[config.mk]
export PLATFORM = sky130hd
export DESIGN_NAME = sh7604_int_seq
export DESIGN_NICKNAME = d
export VERILOG_FILES = /design/src/rtl/sh7604_int_seq.sv
export SDC_FILE = /design/constraint.sdc
export NUM_CORES = 1
export LEC_CHECK = 0
export BUFFER_PORTS_ARGS = -buffer_cell sky130_fd_sc_hd__clkbuf_2
export CAP_MARGIN = 25
export CORE_ASPECT_RATIO = 1.2
export CORE_MARGIN = 5
export CORE_UTILIZATION = 49
export CTS_CLUSTER_SIZE = 8
export DETAILED_ROUTE_END_ITERATION = 16
export PLACE_DENSITY = 0.92
export REMOVE_ABC_BUFFERS = 1
export SYNTH_ARGS = -nofsm -noshare
export SYNTH_HDL_FRONTEND = slang
export SYNTH_SLANG_ARGS = --single-unit
[constraint.sdc]
create_clock -name CLK -period 4.7 [get_ports CLK]
set_input_delay 1.41 -clock CLK [delete_from_list [all_inputs] [get_ports CLK]]
set_output_delay 1.41 -clock CLK [all_outputs]
set_load 0.03 [all_outputs]
[src/rtl/sh7604_int_seq.sv]
// SH7604 interrupt entry sequencer.
// Accepts an interrupt at an instruction boundary, then fetches the vector
// number from the INTC. It pushes SR and the return PC onto the stack, reads
// the handler address from the vector table, and hands the new PC, SP and
// mask level to the CPU core.
// Optional feature macro: SH7604_INT_SEQ_DSLOT_GUARD_EN. When it is defined,
// acceptance is held off while the current instruction is a delay slot.
module sh7604_int_seq (
    input  logic        CLK,
    input  logic        RST,
    input  logic        CE_R,
    input  logic        EN,
    input  logic        INT_REQ,
    input  logic [3:0]  INT_LVL,
    input  logic [7:0]  INT_VEC,
    input  logic        NMI_REQ,
    output logic        INT_ACP,
    output logic        INT_ACK,
    output logic        VECT_REQ,
    input  logic        VECT_WAIT,
    input  logic        INST_BND,
    input  logic        DELAY_SLOT,
    input  logic [3:0]  SR_I,
    input  logic [31:0] SR,
    input  logic [31:0] RET_PC,
    input  logic [31:0] SP,
    input  logic [31:0] VBR,
    output logic [31:0] MEM_A,
    output logic [31:0] MEM_DO,
    input  logic [31:0] MEM_DI,
    output logic        MEM_WE,
    output logic        MEM_REQ,
    input  logic        MEM_BUSY,
    output logic [31:0] NEW_PC,
    output logic [31:0] NEW_SP,
    output logic [3:0]  NEW_I,
    output logic        UPD,
    output logic        SEQ_BUSY
);

    typedef enum logic [2:0] {
        IDLE    = 3'd0,
        ACCEPT  = 3'd1,
        VECT    = 3'd2,
        PUSH_SR = 3'd3,
        PUSH_PC = 3'd4,
        RD_VEC  = 3'd5,
        JUMP    = 3'd6
    } seq_state_t;

    seq_state_t state;
    logic [3:0] lvl_l;
    logic [7:0] vec_l;
    logic       step;
    logic       dslot_block;
    logic       take_int;

    assign step = EN && CE_R;

`ifdef SH7604_INT_SEQ_DSLOT_GUARD_EN
    assign dslot_block = DELAY_SLOT;
`else
    logic unused_dslot;
    assign unused_dslot = DELAY_SLOT;
    assign dslot_block  = 1'b0;
`endif

    assign take_int = INT_REQ && INST_BND && !dslot_block &&
                      (NMI_REQ || (INT_LVL > SR_I));

    assign SEQ_BUSY = (state != IDLE);

    // Sequencer: the state, the latches and every registered output advance only on enabled steps, while the pulses clear on each CLK.
    always_ff @(posedge CLK) begin
        if (RST) begin
            state    <= IDLE;
            lvl_l    <= 4'd0;
            vec_l    <= 8'd0;
            INT_ACP  <= 1'b0;
            INT_ACK  <= 1'b0;
            VECT_REQ <= 1'b0;
            MEM_A    <= 32'd0;
            MEM_DO   <= 32'd0;
            MEM_WE   <= 1'b0;
            MEM_REQ  <= 1'b0;
            NEW_PC   <= 32'd0;
            NEW_SP   <= 32'd0;
            NEW_I    <= 4'd0;
            UPD      <= 1'b0;
        end else begin
            INT_ACP <= 1'b0;
            INT_ACK <= 1'b0;
            UPD     <= 1'b0;
            if (step) begin
                unique case (state)
                    IDLE: begin
                        if (take_int) begin
                            state   <= ACCEPT;
                            INT_ACP <= 1'b1;
                            lvl_l   <= NMI_REQ ? 4'hF : INT_LVL;
                        end
                    end
                    ACCEPT: begin
                        state    <= VECT;
                        VECT_REQ <= 1'b1;
                    end
                    VECT: begin
                        if (VECT_REQ) begin
                            VECT_REQ <= 1'b0;
                        end else if (!VECT_WAIT) begin
                            vec_l   <= INT_VEC;
                            state   <= PUSH_SR;
                            MEM_A   <= SP - 32'd4;
                            MEM_DO  <= SR;
                            MEM_WE  <= 1'b1;
                            MEM_REQ <= 1'b1;
                        end
                    end
                    PUSH_SR: begin
                        if (!MEM_BUSY) begin
                            state  <= PUSH_PC;
                            MEM_A  <= SP - 32'd8;
                            MEM_DO <= RET_PC;
                        end
                    end
                    PUSH_PC: begin
                        if (!MEM_BUSY) begin
                            state  <= RD_VEC;
                            MEM_A  <= VBR + {22'd0, vec_l, 2'b00};
                            MEM_DO <= 32'd0;
                            MEM_WE <= 1'b0;
                        end
                    end
                    RD_VEC: begin
                        if (!MEM_BUSY) begin
                            state   <= JUMP;
                            MEM_REQ <= 1'b0;
                            MEM_A   <= 32'd0;
                            NEW_PC  <= MEM_DI;
                            NEW_SP  <= SP - 32'd8;
                            NEW_I   <= lvl_l;
                            UPD     <= 1'b1;
                            INT_ACK <= 1'b1;
                        end
                    end
                    JUMP: begin
                        state <= IDLE;
                    end
                    default: begin
                        state <= IDLE;
                    end
                endcase
            end
        end
    end

endmodule

==> results.json, run 1 <==
{
  "first_pass_iters": 5,
  "status": "finished, final reports clean",
  "num_vias": 8923,
  "cp_top_family": "simple AND/OR/NAND/NOR gates",
  "grt_pass1_vias": 8270,
  "fin_skew_ns": 0.0203,
  "fp-row-count": 51,
  "yosysTopAreaCellShare_pct": 37.8,
  "place_area_sq_mm": 0.00975,
  "cts_buffers": 17,
  "htree_levels": 4,
  "initial_utilization_pct": 49.6,
  "die_h_um": 150,
  "min_period_over_period_pct": 83.0,
  "clkLatencyLatePin_ns": 0.43,
  "area_growth_syn_to_layout_pct": 28.4,
  "synth_edf_count": 0,
  "slew_headroom_pct": 31.7,
  "grt_antenna_before_repair": 3,
  "p_per_area_mw_per_mm2": 279,
  "routed_wirelength_um": 28300,
  "yosysTopAreaCell": "dfxtp_1",
  "ys.flop_type": "dfxtp_1",
  "final_cell_mix": "clkbuf_2 (322), dfxtp_1 (152), nor2_1 (129), nand2_1 (117), a21oi_1 (86)",
  "layout_min_cycle_time_ns": 3.90,
  "worst-r2r-cell-count": 6,
  "crit_chain": "clkbuf_2 -> inv_1 -> ha_1 -> or4b_4 -> or4b_4 -> o41ai_2 -> o41ai_1 -> a221oi_1 -> nor2_1",
  "cts_tree": "yes",
  "postSynth.asyncResetShare_pct": 0,
  "max_freq_ghz": 0.256,
  "grt_first_pass_wirelength_um": 43400,
  "tightestPinTransition_ns": 1.03,
  "dpl.hpwl_um": 21800,
  "ant_nets": 0,
  "ir_worst_vdd_mv": 0.226,
  "criticalPathCategory": "in -> reg",
  "portBuffers": 323,
  "ys_seq_elements": 152,
  "syn_avg_cell_area_sq_um": 7.94,
  "yosysWarningCount": 0,
  "diodes": 0,
  "timing.final.max_slew_violations": 0,
  "maxCapViolCount": 0,
  "die_w_um": 127,
  "fillers": 1451,
  "cts_root_buf": "clkbuf_16",
  "final_common_cell": "clkbuf_2",
  "nets": 1495,
  "p_total_mw": 2.89,
  "critical_path.max_stage_delay_ns": 0.58,
  "synth.area.top_cells": "dfxtp_1 (38%), a211oi_1 (6.7%), nor2_1 (6.1%), nand2_1 (5.5%), a21oi_1 (5.3%)",
  "grt_max_degree": 94,
  "worstPathRequired_ns": 5.00,
  "hold_buffers": 0,
  "drive_gt1_share_pct": 29.9,
  "cp_max_fo": 10,
  "path_buf_inv": 2,
  "clk_pin_slew_ns": 0.07,
  "finalSetupViolCount": 0,
  "yosysSeqAreaShare_pct": 37.8,
  "drcViolationCount": 0,
  "rsz0062_at_grt": "false",
  "routabilityCongestion": 0.927,
  "p_leak_nw": 4.32,
  "holdPathStages": 2,
  "worst_hold_path_type": "reg -> reg",
  "cpMaxStageDelayCell": "or4b_4",
  "start_kind": "input pin",
  "end_kind": "flip-flop",
  "clockBufferDepth": 2,
  "arrival_ns": 4.20,
  "synthCells": 1013,
  "postLayoutCellArea_sq_mm": 0.0103,
  "drt_iter0_markers": 877,
  "path_depth": 9,
  "cts_setup_buffers": 0,
  "core_area_sq_mm": 0.0162,
  "clkSinkCount": 152,
  "via_per_inst": 5.88,
  "cts-resized-gates": 0,
  "grt_use_total_pct": 28.4,
  "gr-total-overflow": 0,
  "io_pins": 325,
  "finalHoldViolCount": 0,
  "die_area_sq_mm": 0.0191,
  "synthesis.area_sq_mm": 0.00805,
  "yosysUniqueCellTypes": 69,
  "critical_path.most_common_cell": "or4b_4",
  "wl_per_cell_um": 18.6
}
==> area by class of cell <==
cell class	count	area (sq um)	share of cell area (%)
multi-input cells	766	4640	44.9
flip-flops and latches	152	3040	29.4
repair buffers	338	1750	17.0
clock buffers	18	439	4.25
well taps	212	265	2.57
clock inverters	14	126	1.22
inverters	18	67.6	0.654
==> synthesized netlist by cell type (all sizes together), types with 6 or more instances <==
cell    number
a211oi      72
a21oi       86
a221o        6
a221oi       6
a22oi       33
a311oi      10
a31oi        9
and3         9
buf          8
clkbuf      69
dfxtp      152
ha          15
inv         18
mux2i        9
nand2      117
nand3       16
nand4        6
nor2       130
nor2b        6
nor3        33
nor4        17
o21ai       37
or3          8
or4          9
xnor2       27
xor2        20
==> registers in the layout (all words and copies together) (netlist names) <==
register,count
INT_ACP,1
NEW_I,4
MEM_A,32
NEW_SP,32
MEM_DO,32
MEM_REQ,1
vec_l,8
VECT_REQ,1
MEM_WE,1
NEW_PC,32
UPD,1
lvl_l,4
state,3
==> power by group <==
| part | switching, mW | internal, mW | total, mW |
|---|---|---|---|
| clock | 0.600 | 0.712 | 1.31 |
| sequential | 0.00474 | 1.29 | 1.30 |
| combinational | 0.162 | 0.114 | 0.276 |
| total | 0.767 | 2.12 | 2.89 |
==> stage by stage <==
stage	std cells	worst slack, ns	util, %	TNS, ns	hold slack, ns
CTS	1517	0.885	63.6	0	0.456
floorplan	936	-4.32	-	-278.94	0.426
global placement	1484	0.626	60.1	0	0.441
finish	1518	0.799	63.8	0	0.455
detailed placement	1485	0.560	60.1	0	0.446
global route	1518	0.737	63.8	0	0.470
==> final timing paths <==
path / slack (ns) / endpoint / start
setup reg to reg: 1.39 / MEM_A[30]$_SDFFE_PP0P_ / state[1]$_SDFFE_PP0P_
setup / recovery: 0.80 / MEM_A[29]$_SDFFE_PP0P_ / SP[3]
hold / removal: 0.45 / NEW_PC[18]$_SDFFE_PP0P_ / NEW_PC[18]$_SDFFE_PP0P_
hold reg to reg: 0.45 / NEW_PC[18]$_SDFFE_PP0P_ / NEW_PC[18]$_SDFFE_PP0P_
==> layer usage <==
layer,GRT usage (%),wire length [um],part of all wire [%]
met5,0,41,0.15
met4,11.4,805,2.8
met3,7.20,2540,9.0
met2,50.1,14200,50
met1,32.7,10700,38
==> worst reg2reg max path, stage by stage (launching register included) <==
cell and delay, ns:
dfxtp_1 0.80, nand3b_1 0.69, nor3_1 0.54, a21oi_1 0.21, or4b_2 0.70, o211ai_1 0.13, a31oi_1 0.11
==> kinds of logic (layout without fill, tap and decap cells) <==
logic type	after synthesis	count (layout)	share of synthesized area, %
xor gates and xnor gates	47	47	5.12
adders and majority gates	16	16	2.58
DFF	152	152	37.8
buffers and inverters	95	388	4.70
AOI/OAI and AO/OA	314	314	26.6
muxes	10	10	1.26
and+or+nand+nor	379	379	21.9
Note: power is estimated with default switching activity, not from simulation.
==> inputs of run 2 (changes only) <==
ABC_AREA = 1   (was not set)
CORE_UTILIZATION = 46   (was 49)
PLACE_DENSITY = 0.89   (was 0.92)
clock period = 3.5 ns   (was 4.7 ns; I/O delays follow)
==> results.json, run 2 <==
{
  "die_area_sq_mm": 0.0220,
  "worst-r2r-cell-count": 8,
  "ys_top_cells_by_count": "nand2_1 (320), nor2_1 (280), dfxtp_1 (152), inv_1 (145), o21ai_0 (136)",
  "start_kind": "input pin",
  "final_cell_mix": "clkbuf_2 (323), nand2_1 (320), nor2_1 (280), dfxtp_1 (152), inv_1 (144)",
  "yosysTopAreaCell": "dfxtp_1",
  "p_leak_nw": 5.90,
  "clkLatencyLatePin_ns": 0.43,
  "io_pins": 325,
  "grt_use_total_pct": 27.5,
  "cts_setup_buffers": 0,
  "num_vias": 10400,
  "grt_pass1_vias": 9632,
  "yosysTopAreaCellShare_pct": 34.5,
  "final_common_cell": "clkbuf_2",
  "clkSinkCount": 152,
  "drt_iter0_markers": 707,
  "r2r_setup_slack_ns": 0.94,
  "die_h_um": 162,
  "synthCells": 1432,
  "die_w_um": 136,
  "min_period_over_period_pct": 76.1,
  "ys.flop_type": "dfxtp_1",
  "layout_min_cycle_time_ns": 2.66,
  "maxCapViolCount": 0,
  "tightestPinTransition_ns": 0.878,
  "fin_skew_ns": 0.00849,
  "max_freq_ghz": 0.375,
  "hold_buffers": 0,
  "p_sw_mw": 1.05,
  "place_ws_ns": 0.423,
  "power.share.clock_pct": 48.0,
  "cts_buffers": 17,
  "p_per_area_mw_per_mm2": 358,
  "worst_hold_path_type": "reg -> reg",
  "postLayoutCellArea_sq_mm": 0.0113,
  "initial_utilization_pct": 46.7,
  "finalSetupViolCount": 0,
  "fp-row-count": 55,
  "via_per_inst": 5.23,
  "hold_start": "lvl_l[1]$_SDFFE_PP0P_",
  "status": "finished, final reports clean",
  "grt_max_degree": 65,
  "finalWorstSetupSlack_ns": 0.836,
  "portBuffers": 323,
  "holdWs_ns": 0.456,
  "comb_power_share_pct": 8.9,
  "syn_avg_cell_area_sq_um": 6.16,
  "cts-resized-gates": 0,
  "dpl.hpwl_um": 24200,
  "worstPathRequired_ns": 3.82,
  "place_area_sq_mm": 0.0106,
  "holdPathStages": 2,
  "drcViolationCount": 0,
  "core_area_sq_mm": 0.0189,
  "ant_nets": 0,
  "end_kind": "flip-flop",
  "grt_first_pass_wirelength_um": 48700,
  "clk_pin_slew_ns": 0.07,
  "nets": 1928,
  "dp_cells": 1963,
  "synth_edf_count": 0,
  "ys_seq_elements": 152,
  "seqPwrFrac_pct": 43.1,
  "holdPathEnd": "NEW_I[1]$_SDFFE_PP0P_",
  "yosysWarningCount": 0,
  "cts_tree": "yes",
  "rr_startpoint": "state[1]$_SDFFE_PP0P_",
  "r2r-end": "MEM_DO[8]$_SDFFE_PP0P_",
  "grt_antenna_before_repair": 2,
  "first_pass_iters": 7,
  "yosysSeqAreaShare_pct": 34.5,
  "routed_wirelength_um": 31300,
  "synth_most_common_cell": "nand2_1",
  "rsz0062_at_grt": "false",
  "htree_levels": 4,
  "slew_headroom_pct": 41.4,
  "stdcell_count": 1997,
  "postSynth.asyncResetShare_pct": 0,
  "arrival_ns": 2.99,
  "cts_root_buf": "clkbuf_16",
  "wl_per_cell_um": 15.7,
  "synthesis.area_sq_mm": 0.00881,
  "area_growth_syn_to_layout_pct": 27.7,
  "routabilityCongestion": 0.987,
  "yosysUniqueCellTypes": 35,
  "criticalPathCategory": "in -> reg",
  "intPower_mw": 2.98,
  "switching_share_pct": 26.0,
  "timing.final.max_slew_violations": 0,
  "finalHoldViolCount": 0,
  "gr-total-overflow": 0,
  "ir_worst_vdd_mv": 0.329,
  "drive_gt1_share_pct": 22.4,
  "clockBufferDepth": 2,
  "synth.area.top_cells": "dfxtp_1 (35%), nand2_1 (14%), nor2_1 (12%), o21ai_0 (7.7%), nand3_1 (7.0%)",
  "cp_max_fo": 6
}
==> run 2: changes by cell type in the layout (fill, tap and decap cells not counted), moves of 38 or more <==
cell      before  now
nor2_1       129  280
a21oi_1       86   48
a211oi_1      72    1
nand3_1       16  124
inv_1         18  144
o21ai_0       36  136
nand2_1      117  320
==> run 2: metrics by stage <==
step,power (mW),setup TNS (ns),util (%)
global placement,2.12,0,56.4
CTS,4.05,0,59.7
global route,4.17,0,59.7
detailed placement,2.13,0,56.4
finish,4.03,0,59.7
floorplan,1.94,-7.44,-
==> run 2: worst max path at each step <==
stage,cells after the start,slack [ns],startpoint,end
floorplan,5,-0.20,EN,NEW_SP[10]$_SDFFE_PP0P_
global placement,12,0.46,VBR[2],MEM_A[26]$_SDFFE_PP0P_
detailed placement,12,0.42,VBR[2],MEM_A[26]$_SDFFE_PP0P_
CTS,12,0.88,VBR[2],MEM_A[26]$_SDFFE_PP0P_
global route,12,0.72,SP[3],MEM_A[18]$_SDFFE_PP0P_
finish,12,0.84,SP[3],MEM_A[18]$_SDFFE_PP0P_
==> run 2: area by class of cell <==
class / instances / area (sq um)
Timing Repair Buffer: 337 / 1750
Multi-Input combinational cell: 1064 / 4940
Antenna cell: 2 / 5.00
Sequential cell: 152 / 3040
Inverter: 154 / 582
Tap cell: 256 / 320
Fill cell: 1905 / 7600
Clock inverter: 14 / 186
Clock buffer: 18 / 439
==> run 2: power groups by stage <==
stage,sequential (mW),combinational [mW],clock [mW]
after floorplan,1.78,0.161,0
after global placement,1.77,0.347,0
after detailed placement,1.77,0.353,0
after CTS,1.73,0.355,1.96
after global routing,1.73,0.400,2.04
final,1.73,0.360,1.93
==> run 2: cells by family (layout without fill, tap and decap cells) <==
logic type | Yosys count | in the layout | share of synthesized area (%)
XOR/XNOR | 19 | 19 | 1.89
adder cells (fa/ha/maj) | 16 | 16 | 2.36
buffers and inverters | 216 | 523 | 9.55
other | 0 | 2 | 0
AO/OA/AOI/OAI | 268 | 268 | 16.3
AND/OR/NAND/NOR | 761 | 761 | 35.4
flip-flops | 152 | 152 | 34.5
==> run 2: critical path: stages <==
cell and delay (ns):
clkbuf_2 0.09, inv_1 0.16, ha_1 0.26, nand2_1 0.11, nor2_1 0.45, nand2_1 0.19
inv_1 0.14, nand3_1 0.08, nand3_1 0.09, nand3_1 0.15, nor2_1 0.15, nor2_1 0.05
==> run 2: layer usage <==
metal  global-route usage [%]  wire length (um)  vias to the layer above  part of all wire (%)
li1                         -                 -                     5234                     -
met1                     35.0             12700                     4651                    41
met2                     46.1             15000                      475                    48
met3                     4.21              2530                       79                   8.1
met4                     11.8              1070                        0                   3.4
met5                        0                 0                        -                     0
==> inputs of run 3 (changes only) <==
CORE_UTILIZATION = 50   (was 46)
PLACE_DENSITY = 0.92   (was 0.89)
clock period = 2.7 ns   (was 3.5 ns; I/O delays follow)
==> results.json, run 3 (synthesized netlist as in run 2, its figures left out) <==
{
  "status": "finished, final reports clean",
  "cp_max_fo": 7,
  "power.share.clock_pct": 45.6,
  "final_common_cell": "clkbuf_2",
  "slew_headroom_pct": 52.6,
  "seqPwrFrac_pct": 45.0,
  "ant_nets": 0,
  "first_pass_iters": 6,
  "routed_wirelength_um": 31000,
  "r2r_setup_slack_ns": 0.63,
  "die_area_sq_mm": 0.0204,
  "routabilityCongestion": 0.980,
  "r2r-end": "MEM_A[28]$_SDFFE_PP0P_",
  "cts_tree": "yes",
  "dp_cells": 1946,
  "clkSinkCount": 152,
  "grt_pass1_vias": 10100,
  "finalSetupViolCount": 0,
  "intPower_mw": 3.69,
  "clockBufferDepth": 2,
  "wl_met3_um": 2410,
  "nets": 1947,
  "final_cell_mix": "clkbuf_2 (323), nand2_1 (320), nor2_1 (280), dfxtp_1 (152), inv_1 (144)",
  "die_h_um": 155,
  "cts_buffers": 17,
  "area_growth_syn_to_layout_pct": 28.6,
  "num_vias": 10500,
  "m1WireLength_um": 12400,
  "rr_startpoint": "vec_l[0]$_SDFFE_PP0P_",
  "cts_setup_buffers": 0,
  "criticalPathCategory": "in -> reg",
  "switching_share_pct": 26.3,
  "timing.final.max_slew_violations": 0,
  "p_sw_mw": 1.32,
  "stdcell_count": 1979,
  "grt_antenna_before_repair": 1,
  "drt_iter0_markers": 1026,
  "fin_skew_ns": 0.0166,
  "htree_levels": 4,
  "hold_buffers": 0,
  "clk_pin_slew_ns": 0.07,
  "tightestPinTransition_ns": 0.709,
  "fillers": 1666,
  "worst-r2r-cell-count": 12,
  "grt_max_degree": 75,
  "wl_per_cell_um": 15.7,
  "worst_hold_path_type": "reg -> reg",
  "grt_first_pass_wirelength_um": 49200,
  "drcViolationCount": 0,
  "worstPathRequired_ns": 3.06,
  "end_kind": "flip-flop",
  "fp-row-count": 53,
  "ir_worst_vdd_mv": 0.398,
  "gr-total-overflow": 0,
  "comb_power_share_pct": 9.4,
  "die_w_um": 131,
  "drive_gt1_share_pct": 23.3,
  "highest_layer": "met4",
  "finalHoldViolCount": 0,
  "p_leak_nw": 5.98,
  "maxCapViolCount": 0,
  "io_pins": 325,
  "place_area_sq_mm": 0.0108,
  "clkLatencyLatePin_ns": 0.43,
  "multi_input_area_sq_mm": 0.00494,
  "portBuffers": 323,
  "regArea_sq_mm": 0.00304,
  "wl_met2_um": 15000,
  "postLayoutCellArea_sq_mm": 0.0113,
  "holdPathStages": 2,
  "cts-resized-gates": 0,
  "core_area_sq_mm": 0.0174,
  "initial_utilization_pct": 50.5,
  "max_freq_ghz": 0.453,
  "cts_root_buf": "clkbuf_16",
  "layout_min_cycle_time_ns": 2.21,
  "holdPathEnd": "NEW_I[0]$_SDFFE_PP0P_",
  "via_per_inst": 5.33,
  "rsz0062_at_grt": "false",
  "p_per_area_mw_per_mm2": 441,
  "grt_use_total_pct": 29.1,
  "dpl.hpwl_um": 24200,
  "start_kind": "input pin",
  "arrival_ns": 2.57,
  "hold_start": "lvl_l[0]$_SDFFE_PP0P_",
  "min_period_over_period_pct": 81.7,
  "p_total_mw": 5.00
}
run 3: metrics by stage:
stage	utilization (%)	setup slack [ns]	setup TNS [ns]	hold WS, ns
global placement	61.7	0.142	0	0.435
floorplan	-	-0.764	-63.93	0.432
finish	65.0	0.494	0	0.461
global route	65.0	0.354	0	0.474
CTS	65.0	0.529	0	0.460
detailed placement	61.7	0.0903	0	0.444
run 3: how the worst max path moves through the flow:
| stage | slack (ns) | end | from |
|---|---|---|---|
| final | 0.49 | MEM_A[28]$_SDFFE_PP0P_ | VBR[2] |
| after CTS | 0.53 | MEM_A[22]$_SDFFE_PP0P_ | VBR[2] |
| after floorplan | -0.76 | NEW_SP[10]$_SDFFE_PP0P_ | EN |
| after global routing | 0.35 | MEM_A[30]$_SDFFE_PP0P_ | VBR[2] |
| after global placement | 0.14 | MEM_A[30]$_SDFFE_PP0P_ | VBR[2] |
| after detailed placement | 0.09 | MEM_A[28]$_SDFFE_PP0P_ | VBR[2] |
run 3: critical path, cell delays in order:
cell and delay (ns):
clkbuf_2 0.09, ha_1 0.15, inv_1 0.05, fa_1 0.40
inv_1 0.11, nand3_1 0.08, nand3_1 0.26, nand2_1 0.09
nand2_1 0.07, nand2_1 0.05, nor2_1 0.25, nor2_1 0.09
nor2_1 0.08
run 3: metal layers:
metal / vias to the layer above / global-route usage (%)
li1: 5256 / -
met1: 4725 / 35.8
met2: 475 / 49.2
met3: 89 / 6.21
met4: 0 / 12.9
met5: - / 0
run 3: power groups by stage:
stage | clock [mW] | combinational [mW] | sequential [mW]
CTS | 2.31 | 0.464 | 2.25
detailed placement | 0 | 0.461 | 2.30
finish | 2.28 | 0.471 | 2.25
global route | 2.41 | 0.525 | 2.25
global placement | 0 | 0.450 | 2.30
floorplan | 0 | 0.209 | 2.30
run 3: layout make-up:
| cell class | instances | area share, % |
|---|---|---|
| diodes | 1 | 0.0221 |
| clock buffers | 19 | 4.00 |
| clock inverters | 13 | 1.00 |
| inverters | 154 | 5.13 |
| multi-input cells | 1064 | 43.6 |
| flip-flops and latches | 152 | 26.8 |
| well taps | 220 | 2.43 |
| repair buffers | 356 | 17.0 |
